## src/rtl/spare_row_pkg.sv

```systemverilog
// Shared types and sizes for the spare-row allocator.
//   E_W      : width of one spare-row entry {blk, addr}
//   entry_t  : packed entry; blk sits in the upper bits, addr in the lower
//   state_t  : allocator FSM states
//   CNT_W    : per-entry hit counter width (SPARE_ROW_HITCNT_EN builds only)
package spare_row_pkg;

   localparam int N_SPARE_DEF = 4;
   localparam int ADDR_W      = 10;
   localparam int BLK_W       = 2;
   localparam int E_W         = BLK_W + ADDR_W;
   localparam int CNT_W       = 4;

   typedef struct packed {
      logic [BLK_W-1:0]  blk;
      logic [ADDR_W-1:0] addr;
   } entry_t;

   typedef enum logic [1:0] {
      IDLE  = 2'd0,
      CHECK = 2'd1,
      ALLOC = 2'd2,
      FULL  = 2'd3
   } state_t;

endpackage

```

## src/rtl/spare_free_pick.sv

```systemverilog
// Lowest-free spare picker (purely combinational).
//   rlss     in  : entry valid bits
//   free_idx out : lowest index whose rlss bit is clear (0 when none is free)
//   all_full out : every entry is valid
module spare_free_pick
   import spare_row_pkg::*;
#(
   parameter int N     = N_SPARE_DEF,
   parameter int IDX_W = 2
) (
   input  logic [N-1:0]     rlss,
   output logic [IDX_W-1:0] free_idx,
   output logic             all_full
);

   // Scan from the top down so the lowest free index is the last one written.
   always_comb begin
      free_idx = '0;
      for (int i = N - 1; i >= 0; i--) begin
         if (!rlss[i]) free_idx = IDX_W'(i);
      end
   end

   assign all_full = &rlss;

endmodule

```

## src/rtl/spare_row_alloc.sv

```systemverilog
// Spare-row allocator: writer side of the BIRA spare-row register set.
// Faulty rows arrive over a valid/ready handshake, are matched against the
// allocated entries and, on a miss, take the lowest free spare.
//
// Ports:
//   clk, rst_n  : clock (rising edge), asynchronous active-low reset
//   clr         : synchronous clear, overrides everything else
//   flt_valid/flt_ready/flt_row : fault handshake, flt_row = {block, addr}
//   rrx         : entry i at [i*E_W +: E_W]
//   rlss        : bit i = entry i valid
//   used_cnt    : number of valid entries
//   hit         : pulse, checked fault matched a valid entry
//   alloc_done  : pulse, entry being written this cycle
//   overflow    : sticky, a fault missed with no spare left
//   hit_cnt     : per-entry saturating hit counters (only with
//                 SPARE_ROW_HITCNT_EN defined)
//
// Build option: `define SPARE_ROW_HITCNT_EN to add the hit counters.
module spare_row_alloc
   import spare_row_pkg::*;
#(
   parameter int N_SPARE = N_SPARE_DEF
) (
   input  logic                   clk,
   input  logic                   rst_n,
   input  logic                   clr,
   input  logic                   flt_valid,
   output logic                   flt_ready,
   input  logic [E_W-1:0]         flt_row,
   output logic [N_SPARE*E_W-1:0] rrx,
   output logic [N_SPARE-1:0]     rlss,
   output logic [2:0]             used_cnt,
   output logic                   hit,
   output logic                   alloc_done,
   output logic                   overflow
`ifdef SPARE_ROW_HITCNT_EN
   ,
   output logic [N_SPARE*CNT_W-1:0] hit_cnt
`endif
);

   localparam int IDX_W = (N_SPARE > 1) ? $clog2(N_SPARE) : 1;

   state_t                   state, state_nx;
   entry_t                   flt_q;
   entry_t [N_SPARE-1:0]     ent;
   logic   [N_SPARE-1:0]     vld;
   logic   [2:0]             used;
   logic                     ovf;
   logic                     full_chk;
   logic   [N_SPARE-1:0]     match_vec;
   logic                     any_match;
   logic                     take;
   logic   [IDX_W-1:0]       free_idx;
   logic                     all_full;

   spare_free_pick #(
      .N     (N_SPARE),
      .IDX_W (IDX_W)
   ) u_pick (
      .rlss     (vld),
      .free_idx (free_idx),
      .all_full (all_full)
   );

   // Full E_W compare: block bits take part, so equal addr in another block misses.
   always_comb begin
      for (int i = 0; i < N_SPARE; i++) begin
         match_vec[i] = vld[i] && (ent[i] == flt_q);
      end
   end

   assign any_match = |match_vec;
   assign take      = flt_valid && flt_ready;

   always_comb begin
      state_nx   = state;
      flt_ready  = 1'b0;
      hit        = 1'b0;
      alloc_done = 1'b0;
      case (state)
         IDLE: begin
            flt_ready = 1'b1;
            if (flt_valid) state_nx = CHECK;
         end
         CHECK: begin
            if (any_match) begin
               hit      = 1'b1;
               state_nx = IDLE;
            end else if (all_full) begin
               state_nx = FULL;
            end else begin
               state_nx = ALLOC;
            end
         end
         ALLOC: begin
            alloc_done = 1'b1;
            state_nx   = IDLE;
         end
         FULL: begin
            // Faults keep flowing while full; only the match result is reported.
            flt_ready = 1'b1;
            hit       = full_chk && any_match;
         end
         default: state_nx = IDLE;
      endcase
      if (clr) begin
         state_nx   = IDLE;
         flt_ready  = 1'b0;
         hit        = 1'b0;
         alloc_done = 1'b0;
      end
   end

   always_ff @(posedge clk or negedge rst_n) begin
      if (!rst_n) begin
         state    <= IDLE;
         flt_q    <= '0;
         ent      <= '0;
         vld      <= '0;
         used     <= '0;
         ovf      <= 1'b0;
         full_chk <= 1'b0;
      end else if (clr) begin
         state    <= IDLE;
         flt_q    <= '0;
         ent      <= '0;
         vld      <= '0;
         used     <= '0;
         ovf      <= 1'b0;
         full_chk <= 1'b0;
      end else begin
         state <= state_nx;
         if (take) flt_q <= flt_row;
         // A fault accepted in FULL is checked in the following cycle.
         full_chk <= (state == FULL) && take;
         if (state == CHECK && !any_match && all_full) ovf <= 1'b1;
         if (state == ALLOC) begin
            ent[free_idx] <= flt_q;
            vld[free_idx] <= 1'b1;
            used          <= used + 3'd1;
         end
      end
   end

   assign rrx      = ent;
   assign rlss     = vld;
   assign used_cnt = used;
   assign overflow = ovf;

`ifdef SPARE_ROW_HITCNT_EN
   logic [N_SPARE-1:0][CNT_W-1:0] cnt;

   always_ff @(posedge clk or negedge rst_n) begin
      if (!rst_n) begin
         cnt <= '0;
      end else if (clr) begin
         cnt <= '0;
      end else if (state == ALLOC) begin
         cnt[free_idx] <= CNT_W'(1);
      end else if (hit) begin
         for (int i = 0; i < N_SPARE; i++) begin
            if (match_vec[i] && (cnt[i] != {CNT_W{1'b1}})) cnt[i] <= cnt[i] + CNT_W'(1);
         end
      end
   end

   assign hit_cnt = cnt;
`endif

endmodule

```

## config.mk

```make
export PLATFORM = sky130hd
export DESIGN_NAME = spare_row_alloc
export DESIGN_NICKNAME = d
export VERILOG_FILES = /design/src/rtl/spare_row_pkg.sv /design/src/rtl/spare_free_pick.sv /design/src/rtl/spare_row_alloc.sv
export SDC_FILE = /design/constraint.sdc
export NUM_CORES = 1
export LEC_CHECK = 0
export ABC_AREA = 1
export CAP_MARGIN = 15
export CORE_UTILIZATION = 49
export DETAILED_ROUTE_END_ITERATION = 12
export GPL_ROUTABILITY_DRIVEN = 0
export PLACE_DENSITY_LB_ADDON = 0.3
export SYNTH_ARGS = -nofsm -noshare
export SYNTH_HDL_FRONTEND = slang
export SYNTH_SLANG_ARGS = --single-unit
```

## constraint.sdc

```tcl
create_clock -name clk -period 2.1 [get_ports clk]
set_input_delay 0.315 -clock clk [delete_from_list [all_inputs] [get_ports clk]]
set_output_delay 0.315 -clock clk [all_outputs]
set_load 0.02 [all_outputs]
```

# Word level (Yosys, flattened, before mapping)
# Cells that the tools add are included.
totals:
  reg_bits: 71
  word_cells: 79
op_classes:
  n_addsub: 1
  n_lt_le_gt_ge: 2
  eq_ne: 8
  muxes: 32
  bitwise: 1
  reduce_logical: 20
ops:
  columns: ["cell", "n"]
  rows:
  - ["two-way mux 48 bit", 2]
  - ["bitwise mux 48 bit", 1]
  - ["== test 12 bit", 4]
  - ["two-way mux 12 bit", 3]
  - ["demux 12 bit (select 2 bit)", 1]
  - ["two-way mux 2 bit", 7]
  - ["two-way mux 1 bit", 11]
  - ["logical AND 1 bit", 10]
  - ["two-way mux 4 bit", 2]
  - ["two-way mux 3 bit", 2]
  - ["one-hot mux 2 bit (3 select lines)", 1]
  - ["nonzero test 2 bit", 3]
  - ["== test 2 bit, second input constant", 2]
  - ["OR 4 bit", 1]
  - ["AND reduction 4 bit", 1]
  - ["nonzero test 4 bit", 1]
  - ["OR reduction 4 bit", 1]
  - ["adder 3 x 1 -> 3 bit, second input constant", 1]
  - ["less-than comparator 2 x 3 -> 1 bit, second input constant", 1]
  - ["inequality test 3 bit, second input constant", 1]
  - ["demux 1 bit (select 2 bit)", 1]
  - ["== test 2 x 1 -> 1 bit, second input constant", 1]
  - [">= comparator 2 x 1 -> 1 bit, second input constant", 1]
  - ["zero test 2 bit", 1]
  - ["4 further kinds", 4]

# Logic depth before layout (Yosys ltp)
logic_depth:
  word_depth: 11
  depth_mapped: 14
  ltp_nobuf: 13

# By module
# From an unflattened synthesis, not the netlist that was laid out.
hier_totals:
  cells_unflattened: 470
  hier_area_um2: 3565.9
modules_own_cells:
  columns: ["module", "instances", "cells_per_inst", "area_per_inst_um2", "seq_area_each_um2"]
  rows:
  - ["spare_row_alloc", 1, 462, 3533.4, 1776.7]
  - ["spare_free_pick", 1, 8, 32.5, 0.0]

# Worst setup path before layout
# Ideal clock, no wire load.
synth_path:
  path_kind: "flip-flop to output port"
  start: "reg ent, in the netlist rrx[8]"
  end: "out hit"
  t_arrival_ns: 1.411
  setup_slack_ns: 0.374
  path_stages_with_launch: 11
  n_path_buf: 0
  cell_sequence: "dfrtp_1 -> inv_1 -> nand2_1 -> nand2_1 -> inv_1 -> nand2_1 -> nor4_1 -> nand2_1 -> nand2_1 -> nor2_1 -> nor2_1"
synth_between:
  elab_chain_len: 6
  word_cells_on_any_way: 7
synth_rtl:
  columns: ["element", "line", "rtl"]
  rows:
  - ["start, declared", "spare_row_alloc.sv:46", "entry_t [N_SPARE-1:0] ent;"]
  - ["start signal, assigned by index", "spare_row_alloc.sv:139", "ent[free_idx] <= flt_q;"]
  - ["== test 12 bit *", "spare_row_alloc.sv:69", "match_vec[i] = vld[i] && (ent[i] == flt_q);"]
  - ["logical AND 1 bit *", "spare_row_alloc.sv:69", null]
  - ["OR reduction 4 bit *", "spare_row_alloc.sv:73", "assign any_match = |match_vec;"]
  - ["two-way mux 1 bit / logical AND 1 bit (equally long branches)", "spare_row_alloc.sv:87, spare_row_alloc.sv:103", null]
  - ["one-hot mux 1 bit (2 select lines) *", "spare_row_alloc.sv:81", "case (state)"]
  - ["two-way mux 1 bit *", "spare_row_alloc.sv:107", "if (clr) begin"]
  - ["end, declared", "spare_row_alloc.sv:33", "output logic hit,"]
# Every way passes the cells marked *; elsewhere a longest branch is shown, timed or not.

# Final worst setup path
layout_path:
  start: "reg flt_q[2] (netlist name)"
  end: "out hit"
layout_between:
  elab_chain_len: 6
  word_cells_on_any_way: 13
layout_rtl:
  columns: ["element", "line", "rtl"]
  rows:
  - ["start, declared", "spare_row_alloc.sv:45", "entry_t flt_q;"]
  - ["start signal, assigned", "spare_row_alloc.sv:134", "if (take) flt_q <= flt_row;"]
  - ["== test 12 bit", "spare_row_alloc.sv:69", null]
  - ["logical AND 1 bit", "spare_row_alloc.sv:69", null]
  - ["OR reduction 4 bit *", "spare_row_alloc.sv:73", null]
  - ["two-way mux 1 bit / logical AND 1 bit (equally long branches)", "spare_row_alloc.sv:87, spare_row_alloc.sv:103", null]
  - ["one-hot mux 1 bit (2 select lines) *", "spare_row_alloc.sv:81", null]
  - ["two-way mux 1 bit *", "spare_row_alloc.sv:107", null]
# Marked as above.

==> flow_summary.ini <==
[cells_and_area]
final_common_cell = nand2_1
layout_common_cells = nand2_1 (168), buf_4 (74), clkdlybuf4s50_1 (70), inv_1 (68), dfrtp_1 (62)
diodes = 0
drive_gt1_share_pct = 19.6
nets = 702
fin_cells = 787
area_delta_synth_final_pct = 42.6
fill_cells = 601

[global_routing]
grt_pass1_vias = 4374
antenna_found_initial = 0
grt-ovfl-total = 0
grt_max_degree = 72
grt_pass1_wl_mm = 21.2
track_usage_pct = 33.4

[timing]
drv_slew = 0
whs_ns = 0.502
tightest_slew_ns = 0.523
finalWorstSetupSlack_ns = -0.181
setup_viol = 1
finClkSkew_ns = 0.00920
slew_headroom_pct = 65.0
rsz0062_at_grt = yes
min_period_over_period_pct = 109
fmax_ghz = 0.438
min_period_ns = 2.28
finalHoldViolations = 0

[clock_tree]
cts_buffer_depth = 2
numCtsBuffers = 9
clk_latency_ns = 0.36
ctsRootBufferMaster = clkbuf_8
cts_sinks = 71
htree_levels = 3
clk_pin_slew_worst_paths_ns = 0.08
tritoncts = built

[logic_synthesis]
synthesis.nets = 558
synth-seq-cells = 71
async_reset_ff_share_pct = 100
synth_edf_count = 0
ys.flop_type = dfrtp_1
syn_inst = 537
syn_area_sq_um = 3890
postSynthAreaPerCell_sq_um = 7.24
ys_warn_count = 0
synth_cell_types = 26
seq_area_frac_synth_pct = 45.7

[pwr]
finalPower_uw = 4190
p_leak_uw = 0.00265
ir_drop_mv = 0.554
p_per_area_nw_per_um2 = 756

[placed_design]
pre_cts_ws_ns = -0.289
port_buffers = 74
placed_cells = 768
dp_hpwl_mm = 10.3

[route]
avgRoutedWirePerCell_um = 17.2
drc = 0
wl_mm = 13.5
viasPerCell = 5.68
first_pass_iters = 5
via_count = 4467
first_iter_violations = 425
drtAntennaViolNets = 0

[setup_path]
cp_common_cell = nor2_2
worstSetupPathType = reg2out
crit_arrival_ns = 1.97
crit_path_start_kind = flop
cpLargestDelayFamily = simple AND/OR/NAND/NOR gates
crit_slowest_cell = dfrtp_2
slowest_delay_ns = 0.47
critPathMaxFanout = 4
end_kind = output pin
path_buf_inv = 2
cp.required_ns = 1.78
timing.critical_path.cells = inv_1 -> o21ai_0 -> nor4_1 -> nand3_1 -> nand2_1 -> nor2_2 -> nor2_2 -> buf_6

[floorplan]
rows = 32
ioPinCount = 75
die_x_um = 91.1
core_sq_um = 7690
die_area_sq_um = 8300
start_util_pct = 50.6
fp.dieH_um = 91.1

[status]
status = finished with violations
violations = setup timing

[min_path]
min_path_type = in2async

[job]
cap_violations = 0
## cell type report
cell class / instances / area [sq um] / share of cell area [%]
clock buffer: 10 / 138 / 2.48
clock inverter: 5 / 81.3 / 1.47
inverter: 81 / 307 / 5.53
multi-input combinational: 368 / 1790 / 32.2
sequential: 71 / 1790 / 32.2
tap: 102 / 128 / 2.30
timing repair buffer: 150 / 1320 / 23.7
## Yosys cell counts (6+ instances only)
cell type	instances	area share (%)
a21oi_1	7	0.90
buf_2	6	0.77
clkbuf_1	7	0.68
dfrtp_1	71	46
inv_1	68	6.6
inv_2	13	1.3
nand2_1	173	17
nand3_1	25	3.2
nand4_1	13	2.1
nor2_1	57	5.5
o21ai_0	15	1.9
o22ai_1	48	7.7
## worst min-delay path, stage by stage
cell and delay [ns]:
dlygate4sd3_1 0.51, buf_2 0.12, buf_12 0.32
## sequential cells by signal, summed over array words and instances, names as in the netlist
register  count
rrx          48
flt_q        12
rlss          4
used_cnt      3
state         2
full_chk      1
overflow      1
## timing repair
item / CTS / global route
hold buffers: 1 / 0
gates resized for setup: 13 / 23
endpoints found under the setup margin: 3 / 2
hold endpoints to repair: 3 / 0
setup buffers: 0 / 3
pin swaps: 0 / 10
## routing by layer
layer / vias to the layer above / wire [um] / global-route usage [%]
met5: - / 0 / 0
met4: 0 / 817 / 22.4
met3: 78 / 1320 / 4.10
met2: 334 / 6370 / 54.3
met1: 2036 / 5000 / 41.8
li1: 2019 / - / -
## logic make-up after synthesis
family          synth area share (%)
compound gates                  11.5
xor+xnor                       0.901
fa+ha+maj                       1.61
buf+inv                         10.2
flops                           45.7
simple gates                    30.1
## stage by stage
step	instance area (sq um)	TNS, ns	utilization (%)
finish	5540	-0.181	72.1
global route	5540	-0.180	72.1
CTS	5450	-0.145	70.9
detailed placement	5210	-0.289	67.8
global placement	5210	-0.244	67.8
floorplan	3890	0	-
## final timing paths
path                                       from                   end  slack, ns  cells after the start
hold reg to reg            overflow$_DFFE_PN0P_  overflow$_DFFE_PN0P_       0.55                      2
setup reg to reg           flt_q[3]$_DFFE_PN0P_  overflow$_DFFE_PN0P_       0.30                     12
max in group asynchronous                 rst_n  flt_q[6]$_DFFE_PN0P_       1.25                      3
setup / recovery           flt_q[2]$_DFFE_PN0P_                   hit      -0.18                      8
min in group clk                     flt_row[0]  flt_q[0]$_DFFE_PN0P_       0.51                      3
hold / removal                            rst_n    rrx[6]$_DFFE_PN0P_       0.50                      3
## power by group
part	internal, uW	total (uW)	switching [uW]
clock network	696	1230	534
logic	561	1380	814
registers	1450	1580	134
(Power assumes the default switching activity.)
